`src/rtl/remote_comm_pkg.sv`:
```
// Shared types and constants for the remote_comm serial command link.
// The receive path is built only when REMOTE_COMM_RX_EN is defined.
package remote_comm_pkg;

  typedef enum logic [1:0] {
    IDLE,
    HIGH,
    LOW
  } tx_state_t;

  localparam int BAUD_DIV_DEFAULT = 2604;
  localparam logic [7:0] POS_ACK = 8'hA5;
  localparam int FRAME_BITS = 10;

  // 8N1 frame, bit 0 goes on the wire first
  function automatic logic [9:0] frame8n1(
    input logic [7:0] d
  );
    return {1'b1, d, 1'b0};
  endfunction

endpackage

```
`src/rtl/uart_xcvr.sv`:
```
// 8N1 UART transmitter and, with REMOTE_COMM_RX_EN, receiver.
// tx_done is combinational so a new frame can start with no idle gap.
module uart_xcvr
  import remote_comm_pkg::*;
#(
  parameter int BAUD_DIV = BAUD_DIV_DEFAULT
) (
  input  logic       clk,
  input  logic       rst_n,
  input  logic       tx_start,
  input  logic [7:0] tx_data,
  output logic       tx,
  output logic       tx_done
`ifdef REMOTE_COMM_RX_EN
  ,
  input  logic       rx,
  output logic [7:0] rx_data,
  output logic       rx_valid
`endif
);

  localparam int CW = $clog2(BAUD_DIV);
  localparam logic [CW-1:0] BIT_END = CW'(BAUD_DIV - 1);
  localparam logic [CW-1:0] HALF_END = CW'(BAUD_DIV / 2 - 1);
  localparam logic [3:0] LAST_BIT = 4'(FRAME_BITS - 1);

  logic [9:0]    tx_sh;
  logic [CW-1:0] tx_cnt;
  logic [3:0]    tx_bit;
  logic          tx_busy;
  logic          tx_tick;

  assign tx_tick = tx_busy && (tx_cnt == BIT_END);
  assign tx_done = tx_tick && (tx_bit == LAST_BIT);
  assign tx      = tx_sh[0];

  // Idle shifter is all ones, so TX is a flop that resets high
  always_ff @(posedge clk or negedge rst_n) begin
    if (!rst_n) begin
      tx_sh   <= '1;
      tx_cnt  <= '0;
      tx_bit  <= '0;
      tx_busy <= 1'b0;
    end else if (tx_start) begin
      tx_sh   <= frame8n1(tx_data);
      tx_cnt  <= '0;
      tx_bit  <= '0;
      tx_busy <= 1'b1;
    end else if (tx_busy) begin
      if (tx_tick) begin
        tx_cnt <= '0;
        tx_sh  <= {1'b1, tx_sh[9:1]};
        if (tx_done) begin
          tx_busy <= 1'b0;
        end else begin
          tx_bit <= tx_bit + 4'd1;
        end
      end else begin
        tx_cnt <= tx_cnt + 1'b1;
      end
    end
  end

`ifdef REMOTE_COMM_RX_EN
  logic [1:0]    rx_sync;
  logic          rx_s;
  logic          rx_prev;
  logic          rx_busy;
  logic [CW-1:0] rx_cnt;
  logic [CW-1:0] rx_thr;
  logic [3:0]    rx_bit;
  logic [7:0]    rx_sh;

  assign rx_s = rx_sync[1];
  // First wait is half a bit to land mid start bit
  assign rx_thr = (rx_bit == 4'd0) ? HALF_END : BIT_END;

  always_ff @(posedge clk or negedge rst_n) begin
    if (!rst_n) begin
      rx_sync  <= 2'b11;
      rx_prev  <= 1'b1;
      rx_busy  <= 1'b0;
      rx_cnt   <= '0;
      rx_bit   <= '0;
      rx_sh    <= '0;
      rx_data  <= '0;
      rx_valid <= 1'b0;
    end else begin
      rx_sync  <= {rx_sync[0], rx};
      rx_prev  <= rx_s;
      rx_valid <= 1'b0;
      if (!rx_busy) begin
        if (rx_prev && !rx_s) begin
          rx_busy <= 1'b1;
          rx_cnt  <= '0;
          rx_bit  <= '0;
        end
      end else if (rx_cnt == rx_thr) begin
        rx_cnt <= '0;
        rx_bit <= rx_bit + 4'd1;
        unique case (1'b1)
          (rx_bit == 4'd0): begin
            if (rx_s) rx_busy <= 1'b0;
          end
          (rx_bit == LAST_BIT): begin
            rx_busy <= 1'b0;
            if (rx_s) begin
              rx_data  <= rx_sh;
              rx_valid <= 1'b1;
            end
          end
          default: begin
            rx_sh <= {rx_s, rx_sh[7:1]};
          end
        endcase
      end else begin
        rx_cnt <= rx_cnt + 1'b1;
      end
    end
  end
`endif

endmodule

```
`src/rtl/remote_comm.sv`:
```
// Host-side command transmitter / response receiver for the robot link.
// Define REMOTE_COMM_RX_EN to build the response receiver.
module remote_comm
  import remote_comm_pkg::*;
#(
  parameter int BAUD_DIV = BAUD_DIV_DEFAULT
) (
  input  logic        clk,
  input  logic        rst_n,
  input  logic        RX,
  output logic        TX,
  input  logic [15:0] cmd,
  input  logic        send_cmd,
  output logic        cmd_sent,
  output logic        resp_rdy,
  output logic [7:0]  resp
);

  tx_state_t   state;
  tx_state_t   state_nxt;
  logic [15:0] cmd_q;
  logic        tx_start;
  logic [7:0]  tx_data;
  logic        tx_done;
  logic        accept;
  logic        set_sent;

  always_comb begin
    state_nxt = state;
    tx_start  = 1'b0;
    tx_data   = cmd_q[15:8];
    accept    = 1'b0;
    set_sent  = 1'b0;
    unique case (state)
      IDLE: begin
        if (send_cmd) begin
          accept    = 1'b1;
          tx_start  = 1'b1;
          tx_data   = cmd[15:8];
          state_nxt = HIGH;
        end
      end
      HIGH: begin
        if (tx_done) begin
          tx_start  = 1'b1;
          tx_data   = cmd_q[7:0];
          state_nxt = LOW;
        end
      end
      LOW: begin
        if (tx_done) begin
          set_sent  = 1'b1;
          state_nxt = IDLE;
        end
      end
      default: state_nxt = IDLE;
    endcase
  end

  always_ff @(posedge clk or negedge rst_n) begin
    if (!rst_n) begin
      state    <= IDLE;
      cmd_q    <= '0;
      cmd_sent <= 1'b0;
    end else begin
      state <= state_nxt;
      if (accept) begin
        cmd_q    <= cmd;
        cmd_sent <= 1'b0;
      end else if (set_sent) begin
        cmd_sent <= 1'b1;
      end
    end
  end

`ifdef REMOTE_COMM_RX_EN
  uart_xcvr #(
    .BAUD_DIV(BAUD_DIV)
  ) u_xcvr (
    .clk      (clk),
    .rst_n    (rst_n),
    .tx_start (tx_start),
    .tx_data  (tx_data),
    .tx       (TX),
    .tx_done  (tx_done),
    .rx       (RX),
    .rx_data  (resp),
    .rx_valid (resp_rdy)
  );
`else
  logic rx_unused;
  assign rx_unused = RX;
  assign resp_rdy  = 1'b0;
  assign resp      = 8'h00;

  uart_xcvr #(
    .BAUD_DIV(BAUD_DIV)
  ) u_xcvr (
    .clk      (clk),
    .rst_n    (rst_n),
    .tx_start (tx_start),
    .tx_data  (tx_data),
    .tx       (TX),
    .tx_done  (tx_done)
  );
`endif

endmodule

```
`config.mk`:
```
export PLATFORM = sky130hd
export DESIGN_NAME = remote_comm
export DESIGN_NICKNAME = d
export VERILOG_FILES = /design/src/rtl/remote_comm_pkg.sv /design/src/rtl/uart_xcvr.sv /design/src/rtl/remote_comm.sv
export SDC_FILE = /design/constraint.sdc
export NUM_CORES = 1
export LEC_CHECK = 0
export CORE_MARGIN = 4
export CORE_UTILIZATION = 40
export CTS_CLUSTER_DIAMETER = 30
export DETAILED_ROUTE_END_ITERATION = 16
export PLACE_DENSITY = 0.72
export SYNTH_ARGS = -nofsm -noshare
export SYNTH_HDL_FRONTEND = slang
export SYNTH_HIERARCHICAL = 1
export SYNTH_SLANG_ARGS = --single-unit
```
`constraint.sdc`:
```
create_clock -name clk -period 4 [get_ports clk]
set_clock_uncertainty 0.05 [all_clocks]
set_input_delay 0.8 -clock clk [delete_from_list [all_inputs] [get_ports clk]]
set_output_delay 0.8 -clock clk [all_outputs]
set_load 0.05 [all_outputs]
```
== After elaboration in Yosys (flattened, before gate mapping) ==
Index checks and enable logic that the tools add are counted.

* Register bits: 46
* Input bits: 20
* Output and inout port bits: 11
* Logic and storage cells: 54

* Add/sub/neg operators: 2
* Eq/ne operators: 8
* Mux-type cells: 28
* Reduce and logical (&&, ||, !) cells: 9

{| class="wikitable"
|+ Operator list
! kind !! count
|-
| 2-to-1 mux 12 bit || 3
|-
| 2-to-1 mux 10 bit || 3
|-
| 2-to-1 mux 4 bit || 4
|-
| 2-to-1 mux 8 bit || 2
|-
| one-hot mux 8 bit (2 select lines) || 1
|-
| adder 12 x 1 -> 12 bit (second input constant) || 1
|-
| == test 12 bit (second input constant) || 1
|-
| 2-to-1 mux 1 bit || 10
|-
| != test 2 bit (second input constant) || 4
|-
| 2-to-1 mux 2 bit || 3
|-
| one-hot mux 2 bit (3 select lines) || 1
|-
| AND reduction 3 bit || 2
|-
| nonzero test 2 bit || 3
|-
| adder 4 x 1 -> 4 bit (second input constant) || 1
|-
| == test 4 bit (second input constant) || 1
|-
| == test 2 x 1 -> 1 bit (second input constant) || 1
|-
| == test 2 bit (second input constant) || 1
|-
| logical AND 1 bit || 2
|-
| zero test 2 bit || 1
|-
| one-hot mux 1 bit (2 select lines) || 1
|-
| AND reduction 2 bit || 1
|}

== Longest topological paths before layout ==
* Depth in word-level cells: 7
* Gate-level depth with buffers: 14
* Mapped depth without buffers: 10

== Modules after synthesis ==
Netlist, hierarchy kept.

{| class="wikitable"
|+ Modules (own cells, without submodules)
! module !! instances !! cells an instance !! area an instance (um^2) !! sequential area each (um^2)
|-
| uart_xcvr || 1 || 135 || 1315.0 || 661.9
|-
| remote_comm || 1 || 111 || 930.9 || 475.5
|}

== Worst setup path before layout ==
Ideal clock, no wire load.

* Kind: register to register
* From: register u_xcvr.tx_cnt[0]
* To: register u_xcvr.tx_cnt[10]
* Library setup time: 0.132 ns
* Data arrival time: 2.788 ns
* Data required time: 3.818 ns
* Setup slack: 1.030 ns
* Cell stages (with the launch flop): 15
* Path buffers: 4
* Clock period less this slack: 2.970 ns
* Cells stage by stage: dfrtp_1 > ha_1 > and4_1 > nand3_1 > buf_2 > buf_2 > nor2_1 > nand3b_1 > buf_2 > nand2_1 > clkbuf_1 > nor2_1 > nor4_1 > xnor2_1 > nor2_1

* Longest elaborated chain between the ends: 6
* Elaborated cells between the ends (all ways): 10
* Classes of those cells: add/sub: 1; eq/ne: 1; mux: 5; reduce/logical: 3

{| class="wikitable"
|+ RTL lines
! what !! RTL line !! RTL
|-
| from (decl) || uart_xcvr.sv:28 || <nowiki>logic [CW-1:0] tx_cnt;</nowiki>
|-
| from (signal assigned) || uart_xcvr.sv:59 || <nowiki>tx_cnt <= tx_cnt + 1'b1;</nowiki>
|-
| == test 12 bit * || uart_xcvr.sv:33 || <nowiki>assign tx_tick = tx_busy && (tx_cnt == BIT_END);</nowiki>
|-
| logical AND 1 bit * || uart_xcvr.sv:33 ||
|-
| logical AND 1 bit * || uart_xcvr.sv:34 || <nowiki>assign tx_done = tx_tick && (tx_bit == LAST_BIT);</nowiki>
|-
| named net tx_done || remote_comm.sv:24 || <nowiki>logic tx_done;</nowiki>
|-
| 2-to-1 mux 1 bit * || remote_comm.sv:44 || <nowiki>if (tx_done) begin</nowiki>
|-
| one-hot mux 1 bit (2 select lines) * || remote_comm.sv:34 || <nowiki>unique case (state)</nowiki>
|-
| named net tx_start || remote_comm.sv:22 || <nowiki>logic tx_start;</nowiki>
|-
| 2-to-1 mux 12 bit / nonzero test 2 bit (equally long branches) || - ||
|}

The timed path passes the listed nets; every way through them passes the cells marked *. The select of a mux whose other input is x is not followed.
A chain may end at the register's enable or synchronous reset.

== Final worst setup path ==
Same ends and word-level chain as after synthesis.

==> metrics <==
VDD IR max 171 µV; Post-Syn Instances 246; final antenna-violating net count 0; clk slew on worst S/H paths 0.08 ns; input/output buffers 20; Seq cells post-synth 45; Synth area leaders dfrtp_1 (40%), nand2_1 (11%), dfstp_2 (11%); starting DRC count in detailed routing 88; routability cong. 0.852; Pre-antenna DRT Iters 4; routed vias/inst 4.88; Worst Hold Path Cells 2; RSZ-0062 raised after global routing no; Initial Utilization 41.0%; post-cts hold buffer count 0; top cell type's share of synthesized area 40.1%; Hold Fails Final Rpt 0; CP Max Fanout 20; period utilization 75.1%; CP Class flip-flop to flip-flop; Die Span X 82.9 µm; YS warnings 6; Worst Max-Slew Pin Slew 0.975 ns; TritonCTS clock tree done; WP data arrival 3.13 ns; Crit path required time 4.13 ns; global route total overflow 0; first-pass GRT wire length 6.79 mm; area of the die 0.00688 mm²; fmax 333 MHz; Seq/Total Area, Yosys 50.6%; ant diodes 0; WHS 0.412 ns; global-route usage over all layers 12.0%; r2r endpoint u_xcvr/tx_cnt[10]; Post-CTS Resized 0; Ports 31; synth cell count leaders nand2_1 (64), dfrtp_1 (36), nor2_1 (24), o21ai_0 (12), buf_4 (10); Vias 1649; CTS buffer count 5; pin count of the biggest net entering global routing 46; asr flop ratio synth 100%; Clock Latency Late Sink 0.29 ns; Pins Over Slew Limit 0; PD cells 323 mW/mm²; fin nets 288; vias in the first global route 1572; # rows 27; die height 82.9 µm; # fillers 553; Max-slew headroom 35.0%; P_leak 1.20 nW; setup bufs post-CTS 0; worst r2r src u_xcvr/tx_cnt[0]; Main synth FF type dfrtp_1; area occupied by multi-input gates 977 µm²; Final Setup Violations 0; clock sink count 45; Reg2Reg Setup Slack 0.99 ns; Yosys cell types 37; Avg WL per Cell 11.6 µm; EDFF count, synth 0; hold path start cmd_q[11]; maximum capacitance violations 0; synthesized area 0.00225 mm²; CORE AREA 0.00547 mm²; hold endpoint cmd_q[11]; most frequent cell after synthesis nand2_1; setup tns final 0 ns; Residual DRC 0; Post-DP HPWL 2.77 mm; antenna violations before repair 0; Setup crit end kind flip-flop; register area 0.00114 mm²; minimum clock period 3.01 ns; area leader, netlist dfrtp_1; layout cell share with drive strength beyond 1 9.77%; Register-to-Register Path Depth 12; CP startpoint kind flip-flop; Mapped Avg Cell Area 9.13 µm²; CTS Root Cell clkbuf_8; outcome finished clean; H-tree Lvls 2; area delta synth->final 14.0%; Hold Crit Class flip-flop to flip-flop; deepest clock path buffer count 2; routed wire length 3.92 mm
==> cell families (layout without fill, tap and decap cells) <==
| family | after synthesis | count (layout) | share of synthesized area (%) |
|---|---|---|---|
| XOR/XNOR | 9 | 9 | 3.51 |
| multiplexers | 9 | 9 | 4.07 |
| AND/OR/NAND/NOR | 120 | 120 | 24.8 |
| adder cells (fa/ha/maj) | 3 | 3 | 1.67 |
| buffers and inverters | 28 | 40 | 7.19 |
| flip-flops | 45 | 45 | 50.6 |
| AO/OA/AOI/OAI | 31 | 31 | 7.91 |
| other | 1 | 9 | 0.167 |
==> layout by cell type, fill, tap and decap left out, types with 2 or more instances in the layout <==
cell	netlist	routed
xor2_1	2	2
conb_1	1	9
ha_1	3	3
dfstp_2	9	9
or3_1	2	2
a21oi_1	7	7
o21ai_0	12	12
a31oi_1	8	8
nand4_1	5	5
nand3b_1	3	3
buf_4	10	4
mux2i_1	8	8
nand2_1	64	64
clkdlybuf4s50_1	0	19
clkbuf_8	0	7
nand3_1	5	5
xnor2_1	7	7
nand2b_1	3	3
or4_1	2	2
nor3_1	3	3
inv_1	8	8
nor2_1	24	24
dfrtp_1	36	36
nor4_1	2	2
==> critical path, cell delays in order (launching register included) <==
cell and delay, ns:
dfrtp_1 0.43, ha_1 0.23, and4_1 0.20, nand3_1 0.07, buf_4 0.22, nor2_1 0.30
nand3b_1 0.11, buf_4 0.21, nand2_1 0.38, nor2_1 0.16, nor4_1 0.31, xnor2_1 0.16
nor2_1 0.05
==> worst max-delay path by stage <==
stage | from | to | slack, ns | cells after the start
floorplan | u_xcvr/tx_cnt[0] | u_xcvr/tx_cnt[10] | 1.03 | 14
global placement | u_xcvr/tx_cnt[0] | u_xcvr/tx_cnt[10] | 1.04 | 12
detailed placement | u_xcvr/tx_cnt[0] | u_xcvr/tx_cnt[10] | 0.99 | 12
CTS | u_xcvr/tx_cnt[0] | u_xcvr/tx_cnt[10] | 0.97 | 12
global route | u_xcvr/tx_cnt[0] | u_xcvr/tx_cnt[9] | 0.68 | 12
finish | u_xcvr/tx_cnt[0] | u_xcvr/tx_cnt[10] | 0.99 | 12
==> power by group <==
group | internal [W] | switching (W)
Combinational | 0.0000200 | 0.0000353
Sequential | 0.000463 | 0.00000327
Clock | 0.000156 | 0.000149
Total | 0.000639 | 0.000188
==> flip-flops by register name (all words and copies together) (netlist names) <==
name / cells
u_xcvr/tx_busy: 1
u_xcvr/tx_sh: 9
u_xcvr/tx_cnt: 12
cmd_q: 16
cmd_sent: 1
u_xcvr/tx_bit: 4
state: 2
==> metrics by stage <==
| stage | setup slack (ns) | power, W | util (%) | instances | cell area, µm² |
|---|---|---|---|---|---|
| detailed placement | 0.992 | 0.000532 | 44.9 | 330 | 2460 |
| floorplan | 1.03 | 0.000510 | - | 254 | 2280 |
| global route | 0.676 | 0.000873 | 46.8 | 338 | 2560 |
| finish | 0.994 | 0.000827 | 46.8 | 338 | 2560 |
| global placement | 1.04 | 0.000530 | 44.9 | 330 | 2460 |
| CTS | 0.971 | 0.000842 | 46.8 | 338 | 2560 |
==> layout make-up <==
class,instances,share of cell area [%]
clock buffer,7,3.76
clock inverter,1,0.195
inverter,8,1.17
multi-input combinational,181,38.2
sequential,45,44.4
tap,72,3.52
timing repair buffer,24,8.79
==> routing by layer <==
metal | global-route usage (%) | share of wire (%) | up-vias
met5 | 0 | 0 | -
met2 | 19.5 | 48 | 22
met1 | 14.5 | 47 | 777
li1 | - | - | 845
met3 | 4.07 | 4.0 | 5
met4 | 5.35 | 1.4 | 0
Note: power is estimated with default switching activity, not from simulation.
